<file path="src/rtl/router_pkt_tx_pkg.sv">
// Shared definitions for the router packet source: header layout, FSM states
// and small byte helpers.
package router_pkg;

    localparam int unsigned LEN_W    = 6;
    localparam int unsigned ADDR_W   = 2;
    localparam int unsigned HDR_ADDR_LSB = 0;
    localparam int unsigned HDR_LEN_LSB  = ADDR_W;

    localparam logic [ADDR_W-1:0] ADDR_INVALID = 2'b11;

    typedef enum logic [2:0] {
        S_IDLE    = 3'd0,
        S_HEADER  = 3'd1,
        S_PAYLOAD = 3'd2,
        S_PARITY  = 3'd3,
        S_ERRCHK  = 3'd4
    } tx_state_t;

    // Header byte: length in the upper bits, destination in the lower bits.
    function automatic logic [7:0] make_header(input logic [LEN_W-1:0]  len,
                                               input logic [ADDR_W-1:0] addr);
        return {len, addr};
    endfunction

    function automatic logic [7:0] xor8(input logic [7:0] a, input logic [7:0] b);
        return a ^ b;
    endfunction

endpackage

</file>
<file path="src/rtl/router_pkt_tx_if.sv">
// Load bus and router link of the packet source. The packet source is the
// master; the loader/router side is the slave.
interface router_pkt_tx_if;

    logic       ld_valid;
    logic [7:0] ld_data;
    logic       ld_ready;
    logic       pkt_valid;
    logic [7:0] pkt_data;
    logic       router_busy;
    logic       router_err;

    modport master (
        input  ld_valid, ld_data, router_busy, router_err,
        output ld_ready, pkt_valid, pkt_data
    );

    modport slave (
        output ld_valid, ld_data, router_busy, router_err,
        input  ld_ready, pkt_valid, pkt_data
    );

endinterface

</file>
<file path="src/rtl/router_pkt_tx_buf.sv">
// DEPTH x 8 circular payload buffer. Exposes the head byte and the byte after
// it so the packet FSM can register the next output byte in the same cycle
// it pops the current one.
module router_tx_buf #(
    parameter int unsigned DEPTH = 16
) (
    input  logic                       clk,
    input  logic                       rst_n,
    input  logic                       wr_en_i,
    input  logic [7:0]                 wr_data_i,
    input  logic                       rd_en_i,
    output logic [7:0]                 head_o,
    output logic [7:0]                 next_o,
    output logic [$clog2(DEPTH):0]     count_o
);

    localparam int unsigned AW = $clog2(DEPTH);
    localparam int unsigned CW = AW + 1;

    logic [7:0]    mem_q [DEPTH];
    logic [AW-1:0] wr_ptr_q;
    logic [AW-1:0] rd_ptr_q;
    logic [AW-1:0] rd_nxt;
    logic [CW-1:0] count_q;

    assign rd_nxt  = rd_ptr_q + AW'(1);
    assign head_o  = mem_q[rd_ptr_q];
    assign next_o  = mem_q[rd_nxt];
    assign count_o = count_q;

    // Storage array; contents need no reset since count gates every read.
    always_ff @(posedge clk) begin
        if (wr_en_i) begin
            mem_q[wr_ptr_q] <= wr_data_i;
        end
    end

    // Pointers wrap naturally because DEPTH is a power of two.
    always_ff @(posedge clk or negedge rst_n) begin
        if (!rst_n) begin
            wr_ptr_q <= '0;
            rd_ptr_q <= '0;
            count_q  <= '0;
        end else begin
            if (wr_en_i) begin
                wr_ptr_q <= wr_ptr_q + AW'(1);
            end
            if (rd_en_i) begin
                rd_ptr_q <= rd_nxt;
            end
            case ({wr_en_i, rd_en_i})
                2'b10:   count_q <= count_q + CW'(1);
                2'b01:   count_q <= count_q - CW'(1);
                default: count_q <= count_q;
            endcase
        end
    end

endmodule

</file>
<file path="src/rtl/router_pkt_tx.sv">
// Router input-port packet source: buffers payload bytes, then sends
// header / payload / parity under router busy back-pressure and reports
// whether the router flagged an error afterwards.
module router_pkt_tx
    import router_pkg::*;
#(
    parameter int unsigned DEPTH    = 16,
    parameter int unsigned ERR_WAIT = 3
) (
    input  logic                   clk,
    input  logic                   rst_n,
    router_pkt_tx_if.master        bus,
    input  logic                   start,
    input  logic [1:0]             dest_addr,
    input  logic [5:0]             pay_len,
    input  logic                   inj_perr,
    output logic                   tx_active,
    output logic [$clog2(DEPTH):0] count,
    output logic                   done,
    output logic                   err_seen,
    output logic                   cmd_reject
);

    localparam int unsigned CW = $clog2(DEPTH) + 1;
    localparam int unsigned WW = (ERR_WAIT > 1) ? $clog2(ERR_WAIT) : 1;

    tx_state_t         state_q, state_d;
    logic [LEN_W-1:0]  rem_q, rem_d;
    logic              inj_q, inj_d;
    logic [7:0]        parity_q, parity_d;
    logic [WW-1:0]     wait_q, wait_d;
    logic              pkt_valid_q, pkt_valid_d;
    logic [7:0]        pkt_data_q, pkt_data_d;
    logic              done_q, done_d;
    logic              err_q, err_d;
    logic              rej_q, rej_d;

    logic              idle;
    logic              ld_fire;
    logic              rd_en;
    logic              start_bad;
    logic [7:0]        hdr;
    logic [7:0]        head_byte;
    logic [7:0]        next_byte;
    logic [CW-1:0]     count_w;

    assign idle      = (state_q == S_IDLE);
    assign bus.ld_ready = idle && (count_w < CW'(DEPTH));
    assign ld_fire   = bus.ld_valid && bus.ld_ready;
    assign rd_en     = (state_q == S_PAYLOAD) && !bus.router_busy;
    assign hdr       = make_header(pay_len, dest_addr);
    assign start_bad = (pay_len == '0) ||
                       (8'(pay_len) > 8'(count_w)) ||
                       (dest_addr == ADDR_INVALID);

    router_tx_buf #(.DEPTH(DEPTH)) u_buf (
        .clk       (clk),
        .rst_n     (rst_n),
        .wr_en_i   (ld_fire),
        .wr_data_i (bus.ld_data),
        .rd_en_i   (rd_en),
        .head_o    (head_byte),
        .next_o    (next_byte),
        .count_o   (count_w)
    );

    // Next-state and next-output decode; output bytes are prepared one cycle
    // ahead so pkt_data/pkt_valid come straight from flops.
    always_comb begin
        state_d     = state_q;
        rem_d       = rem_q;
        inj_d       = inj_q;
        parity_d    = parity_q;
        wait_d      = wait_q;
        pkt_valid_d = pkt_valid_q;
        pkt_data_d  = pkt_data_q;
        done_d      = 1'b0;
        rej_d       = 1'b0;
        err_d       = err_q;
        case (state_q)
            S_IDLE: begin
                if (start) begin
                    if (start_bad) begin
                        rej_d = 1'b1;
                    end else begin
                        state_d     = S_HEADER;
                        rem_d       = pay_len;
                        inj_d       = inj_perr;
                        parity_d    = hdr;
                        err_d       = 1'b0;
                        pkt_valid_d = 1'b1;
                        pkt_data_d  = hdr;
                    end
                end
            end
            S_HEADER: begin
                if (!bus.router_busy) begin
                    state_d    = S_PAYLOAD;
                    pkt_data_d = head_byte;
                end
            end
            S_PAYLOAD: begin
                if (!bus.router_busy) begin
                    parity_d = xor8(parity_q, pkt_data_q);
                    rem_d    = rem_q - 6'd1;
                    if (rem_q == 6'd1) begin
                        state_d     = S_PARITY;
                        pkt_valid_d = 1'b0;
                        pkt_data_d  = xor8(parity_d, {7'b0, inj_q});
                    end else begin
                        pkt_data_d  = next_byte;
                    end
                end
            end
            S_PARITY: begin
                if (!bus.router_busy) begin
                    state_d    = S_ERRCHK;
                    pkt_data_d = '0;
                    wait_d     = WW'(ERR_WAIT - 1);
                end
            end
            S_ERRCHK: begin
                err_d = err_q | bus.router_err;
                if (wait_q == '0) begin
                    state_d = S_IDLE;
                    done_d  = 1'b1;
                end else begin
                    wait_d  = wait_q - WW'(1);
                end
            end
            default: begin
                state_d     = S_IDLE;
                pkt_valid_d = 1'b0;
                pkt_data_d  = '0;
            end
        endcase
    end

    // State and registered outputs; reset aborts any packet immediately.
    always_ff @(posedge clk or negedge rst_n) begin
        if (!rst_n) begin
            state_q     <= S_IDLE;
            rem_q       <= '0;
            inj_q       <= 1'b0;
            parity_q    <= '0;
            wait_q      <= '0;
            pkt_valid_q <= 1'b0;
            pkt_data_q  <= '0;
            done_q      <= 1'b0;
            err_q       <= 1'b0;
            rej_q       <= 1'b0;
        end else begin
            state_q     <= state_d;
            rem_q       <= rem_d;
            inj_q       <= inj_d;
            parity_q    <= parity_d;
            wait_q      <= wait_d;
            pkt_valid_q <= pkt_valid_d;
            pkt_data_q  <= pkt_data_d;
            done_q      <= done_d;
            err_q       <= err_d;
            rej_q       <= rej_d;
        end
    end

    assign bus.pkt_valid = pkt_valid_q;
    assign bus.pkt_data  = pkt_data_q;
    assign tx_active     = !idle;
    assign count         = count_w;
    assign done          = done_q;
    assign err_seen      = err_q;
    assign cmd_reject    = rej_q;

endmodule

</file>
<file path="src/flat_wrapper.sv">
// flat-port wrapper written by rule: the top's interface ports become plain ports
module router_pkt_tx_flat import router_pkg::*;
#(
    parameter int unsigned DEPTH    = 16,
    parameter int unsigned ERR_WAIT = 3
)
  (clk, rst_n, start, dest_addr, pay_len, inj_perr, tx_active, count, done, err_seen, cmd_reject, bus_ld_valid, bus_ld_data, bus_router_busy, bus_router_err, bus_ld_ready, bus_pkt_valid, bus_pkt_data);
  router_pkt_tx_if bus_i ();
  input  logic clk;
  input  logic rst_n;
  input  logic start;
  input  logic [1:0] dest_addr;
  input  logic [5:0] pay_len;
  input  logic inj_perr;
  output logic tx_active;
  output logic [$clog2(DEPTH):0] count;
  output logic done;
  output logic err_seen;
  output logic cmd_reject;
  input wire logic [$bits(bus_i.ld_valid)-1:0] bus_ld_valid;
  input wire logic [$bits(bus_i.ld_data)-1:0] bus_ld_data;
  input wire logic [$bits(bus_i.router_busy)-1:0] bus_router_busy;
  input wire logic [$bits(bus_i.router_err)-1:0] bus_router_err;
  output wire logic [$bits(bus_i.ld_ready)-1:0] bus_ld_ready;
  output wire logic [$bits(bus_i.pkt_valid)-1:0] bus_pkt_valid;
  output wire logic [$bits(bus_i.pkt_data)-1:0] bus_pkt_data;
  assign bus_i.ld_valid = bus_ld_valid;
  assign bus_i.ld_data = bus_ld_data;
  assign bus_i.router_busy = bus_router_busy;
  assign bus_i.router_err = bus_router_err;
  assign bus_ld_ready = bus_i.ld_ready;
  assign bus_pkt_valid = bus_i.pkt_valid;
  assign bus_pkt_data = bus_i.pkt_data;
  router_pkt_tx #(.DEPTH(DEPTH), .ERR_WAIT(ERR_WAIT)) u_core (.clk(clk), .rst_n(rst_n), .bus(bus_i), .start(start), .dest_addr(dest_addr), .pay_len(pay_len), .inj_perr(inj_perr), .tx_active(tx_active), .count(count), .done(done), .err_seen(err_seen), .cmd_reject(cmd_reject));
endmodule
</file>
<file path="config.mk">
export PLATFORM = sky130hd
export DESIGN_NAME = router_pkt_tx_flat
export DESIGN_NICKNAME = d
export VERILOG_FILES = /design/src/rtl/router_pkt_tx_pkg.sv /design/src/rtl/router_pkt_tx_if.sv /design/src/rtl/router_pkt_tx_buf.sv /design/src/rtl/router_pkt_tx.sv /design/src/flat_wrapper.sv
export SDC_FILE = /design/constraint.sdc
export NUM_CORES = 1
export LEC_CHECK = 0
export ABC_AREA = 1
export CAP_MARGIN = 20
export CORE_AREA = 2 2 151 153
export CTS_CLUSTER_SIZE = 30
export DETAILED_ROUTE_END_ITERATION = 10
export DIE_AREA = 0 0 153 155
export SYNTH_ARGS = -nofsm -noshare
export SYNTH_HDL_FRONTEND = slang
export SYNTH_HIERARCHICAL = 1
export SYNTH_SLANG_ARGS = --single-unit
export TNS_END_PERCENT = 10
</file>
<file path="constraint.sdc">
create_clock -name clk -period 3.4 [get_ports clk]
set_clock_uncertainty 0.05 [all_clocks]
set_input_delay 0.51 -clock clk [delete_from_list [all_inputs] [get_ports clk]]
set_output_delay 0.51 -clock clk [all_outputs]
set_load 0.01 [all_outputs]
</file>
==> results by group <==
Detailed routing
  • WL/cell: 17.1 um
  • DRT Wirelength: 24200 um
  • Vias per cell: roughly 5.3
  • Remaining antenna violation count: 0
  • Initial DRC Count: between 700 and 800
  • Post-route DRC: 0
  • Via count: 7554
  • DR pass1 iterations: 5

Placed design
  • Buffers on Ports: 41
  • DP Wirelength: ~16000 um
  • Area after DPL: approximately 10000 um2
  • GPL Wtd Cong: 0.836

Global routing
  • First-pass GRT wire length: 38900 um
  • Met1 Usage GRT: 28.4%
  • Global routing's busiest layer: met2
  • Largest net degree at the start of global routing: 92
  • Initial antenna violation count: 0
  • Total track usage: 20.9%
  • M3 GR Usage: 3.65%
  • Grt total ovfl: 0
  • Vias in the first global route: 7163
  • GRT met2 Usage: 34.5%

STA
  • RSZ-0062 raised after global routing: false
  • Fin Setup TNS: 0 ps
  • Hold_ws: 94.9 ps
  • Fin. max-slew vios: 0
  • # setup viols final: 0
  • Min Clock Period, post-route: ~2800 ps
  • Final hold viol count: 0
  • Maximum clock frequency: approximately 360 MHz
  • Least-Margin Pin Slew: 878 ps
  • Relative slew margins: between 40% and 50%
  • Final period utilization: 80.9%

Synth
  • Synth Register Bits: 173
  • Mux cell area share after synthesis: 0%
  • Largest family of logic cells by synthesized area: simple AND/OR/NAND/NOR gates
  • Compound-Gate Fraction of Synth Area: 12.0%
  • Synth Instances: ~1100
  • Syn. warnings: 6
  • Xor and xnor area share after synthesis: between 1.5 and 2%
  • Synth Area in Simple Gates: 23.1%
  • Synth Flop Type: edfxtp_1
  • EDFF count, synth: 128
  • Avg Inst Size Synth: 8.84 um2
  • Synth cell types: 39
  • Post-Synth Adder-Cell Area: 2.22%
  • Seq/Total Area, Yosys: between 50 and 60%
  • Post-synth ARST share: a little over a quarter
  • Mapped Nets: 1122
  • Synth Cell Area: 9570 um2

Clocking
  • Post-CTS setup buffer count: 0
  • Clk pin slew, worst setup/hold paths: ~70 ps
  • CTS tree: yes
  • Worst-skew pair later-pin latency: 430 ps
  • Clock Tree Root: clkbuf_16
  • Number of hold buffers added after CTS: 0
  • TritonCTS buffer count: 17
  • Clock sink count: 173
  • Max Buffers Root-to-Sink: 2
  • Resize count post-CTS: 0
  • H-Tree Depth: 4

Pwr
  • Reg power frac: 28.6%
  • Clock power share: 18.7%
  • Power Internal: 5510 uW
  • Power Dens Cells: 961 nW/um2
  • Worst vdd ir: 0.000468 V
  • P_sw: 4870 uW
  • Net Sw Frac: a little under half
  • Leak: 0.00454 uW
  • Comb pwr share: 52.7%

Floorplan
  • Die width: roughly 150 um
  • Io pins: 42
  • Rows: 55
  • Die area: 23700 um2
  • Core Area: 22200 um2
  • Initial core utilization: 43.0%
  • Die span in y: ~160 um

Final layout
  • Fin area: between 10000 and 15000 um2
  • Nets: 1155
  • Area Growth Syn to Fin: 13.0%
  • Fraction of final layout cells sized beyond drive strength 1: 7.89%
  • Fillers: 2060
  • Inserted Diodes: 0
  • Util after Layout: between 40% and 50%

Worst setup path
  • WP data required: 3720 ps
  • Delay-heaviest family, CP: simple AND/OR/NAND/NOR gates
  • CP Capture Type: register
  • Critical-path cell list: buf_4 > nor2_1 > nor2_1 > o21ai_0 > nand3_1 > nand3_1 > nand2_1 > nand2_1 > o21ai_0 > inv_1 > nand2_1 > nand4_1 > nand2_1
  • Crit path max fanout: 90
  • CP most frequent cell: nand2_1
  • Buf/Inv on CP: 2
  • Worst path arrival time: approximately 3000 ps
  • Type of origin of the critical path: register
  • Critical path's slowest cell: buf_4
  • CP peak stage delay: around 670 ps
  • Setup Crit Path Kind: reg2reg

Flow run
  • Number of max-cap violations: 0

Worst hold path
  • HP Class: in2async

Run status
  • Outcome: finished, final reports clean
==> Yosys cell counts (2+ instances only) <==
cell / number / share of area (%)
edfxtp_1: 128 / 40
nand3_4: 2 / 0.37
clkbuf_1: 9 / 0.35
xnor2_1: 9 / 0.82
o21bai_1: 2 / 0.16
nor2_2: 2 / 0.13
inv_1: 125 / 4.9
o21ai_0: 69 / 3.6
buf_6: 7 / 0.82
buf_4: 4 / 0.31
inv_2: 3 / 0.12
nand4_1: 12 / 0.78
xor2_1: 6 / 0.55
o211ai_1: 85 / 6.7
a21oi_1: 27 / 1.4
nand3_1: 130 / 6.8
buf_1: 4 / 0.16
nand2_2: 2 / 0.13
dfrtp_1: 45 / 12
nor2_1: 38 / 1.5
ha_1: 17 / 2.2
inv_4: 4 / 0.26
o21ai_1: 2 / 0.10
nand3_2: 2 / 0.21
buf_2: 33 / 1.7
nand2_1: 297 / 12
nand2_4: 6 / 0.71
==> metrics by stage <==
step | setup WS [ps] | cells | total power (uW)
3_5_place_dp | 732 | 1381 | 8420
3_3_place_gp | 756 | 1381 | 8390
5_1_grt | 338 | 1413 | 11200
4_1_cts | 709 | 1413 | 10400
6_report | 649 | 1413 | 10400
2_1_floorplan | 991 | 1082 | 6950
==> cell usage in the layout (no fill, tap or decap), drive strengths merged <==
cell type | netlist | layout
nand3b | 1 | 1
nor3 | 2 | 2
a22oi | 1 | 1
or2 | 1 | 1
nor2 | 42 | 42
bufinv | 0 | 1
xor2 | 7 | 7
nor3b | 1 | 1
buf | 48 | 31
xnor2 | 10 | 10
dfrtp | 45 | 45
nand2 | 305 | 305
ha | 17 | 17
nand3 | 134 | 134
o21ai | 71 | 71
clkinv | 0 | 2
clkdlybuf4s50 | 0 | 40
nor4 | 1 | 1
a21oi | 27 | 27
o21bai | 2 | 2
edfxtp | 128 | 128
nand4 | 12 | 12
inv | 133 | 142
clkbuf | 9 | 18
o211ai | 85 | 85
clkinvlp | 0 | 2
==> worst paths after layout <==
check / from / endpoint / slack [ps] / cells past startpoint
hold / removal: rst_n / u_core/parity_q[4] / 90 / 1
setup / recovery: u_core/u_buf/rd_ptr_q[0] / u_core/bus.pkt_data[4] / 650 / 13
hold reg to reg: u_core/parity_q[1] / u_core/parity_q[1] / 440 / 2
max in group asynchronous: rst_n / u_core/bus.pkt_valid / 2540 / 2
setup reg to reg: u_core/u_buf/rd_ptr_q[0] / u_core/bus.pkt_data[4] / 650 / 13
min in group clk: u_core/parity_q[1] / u_core/parity_q[1] / 440 / 2
==> registers in the layout, summed over array words and instances (netlist names) <==
name and cells:
u_core/u_buf/rd_ptr_q 4, u_core/bus.pkt_valid 1, u_core/bus.pkt_data 8, u_core/u_buf/count_o 5, u_core/err_seen 1, u_core/done 1
u_core/state_q 3, u_core/parity_q 8, u_core/cmd_reject 1, u_core/u_buf/mem_q 128, u_core/wait_q 2, u_core/inj_q 1
u_core/rem_q 6, u_core/u_buf/wr_ptr_q 4
==> cells by family after synthesis <==
family,Yosys count
and+or+nand+nor,499
buffers and inverters,190
AOI/OAI and AO/OA,186
DFF,173
xor gates and xnor gates,17
adders and majority gates,17
==> routing by layer <==
metal	routed length, um	vias up
li1	-	3746
met1	10900	3539
met2	11600	245
met3	1290	24
met4	399	0
met5	0	-
==> power groups by stage <==
stage	Combinational, uW	Sequential, uW	Clock (uW)
after global placement	5370	3010	0
after CTS	5430	2970	1980
after global routing	6090	3030	2060
after floorplan	4040	2910	0
after detailed placement	5400	3020	0
final	5480	2970	1940
==> layout make-up <==
type                       count  area, um2  area share [%]
clock buffer                  18        429            3.97
multi-input combinational    719       3760            34.8
tap                          285        357            3.30
clock inverter                14        149            1.38
timing repair buffer          71        631            5.83
inverter                     133        514            4.76
sequential                   173       4970            46.0
(Power assumes the default switching activity.)
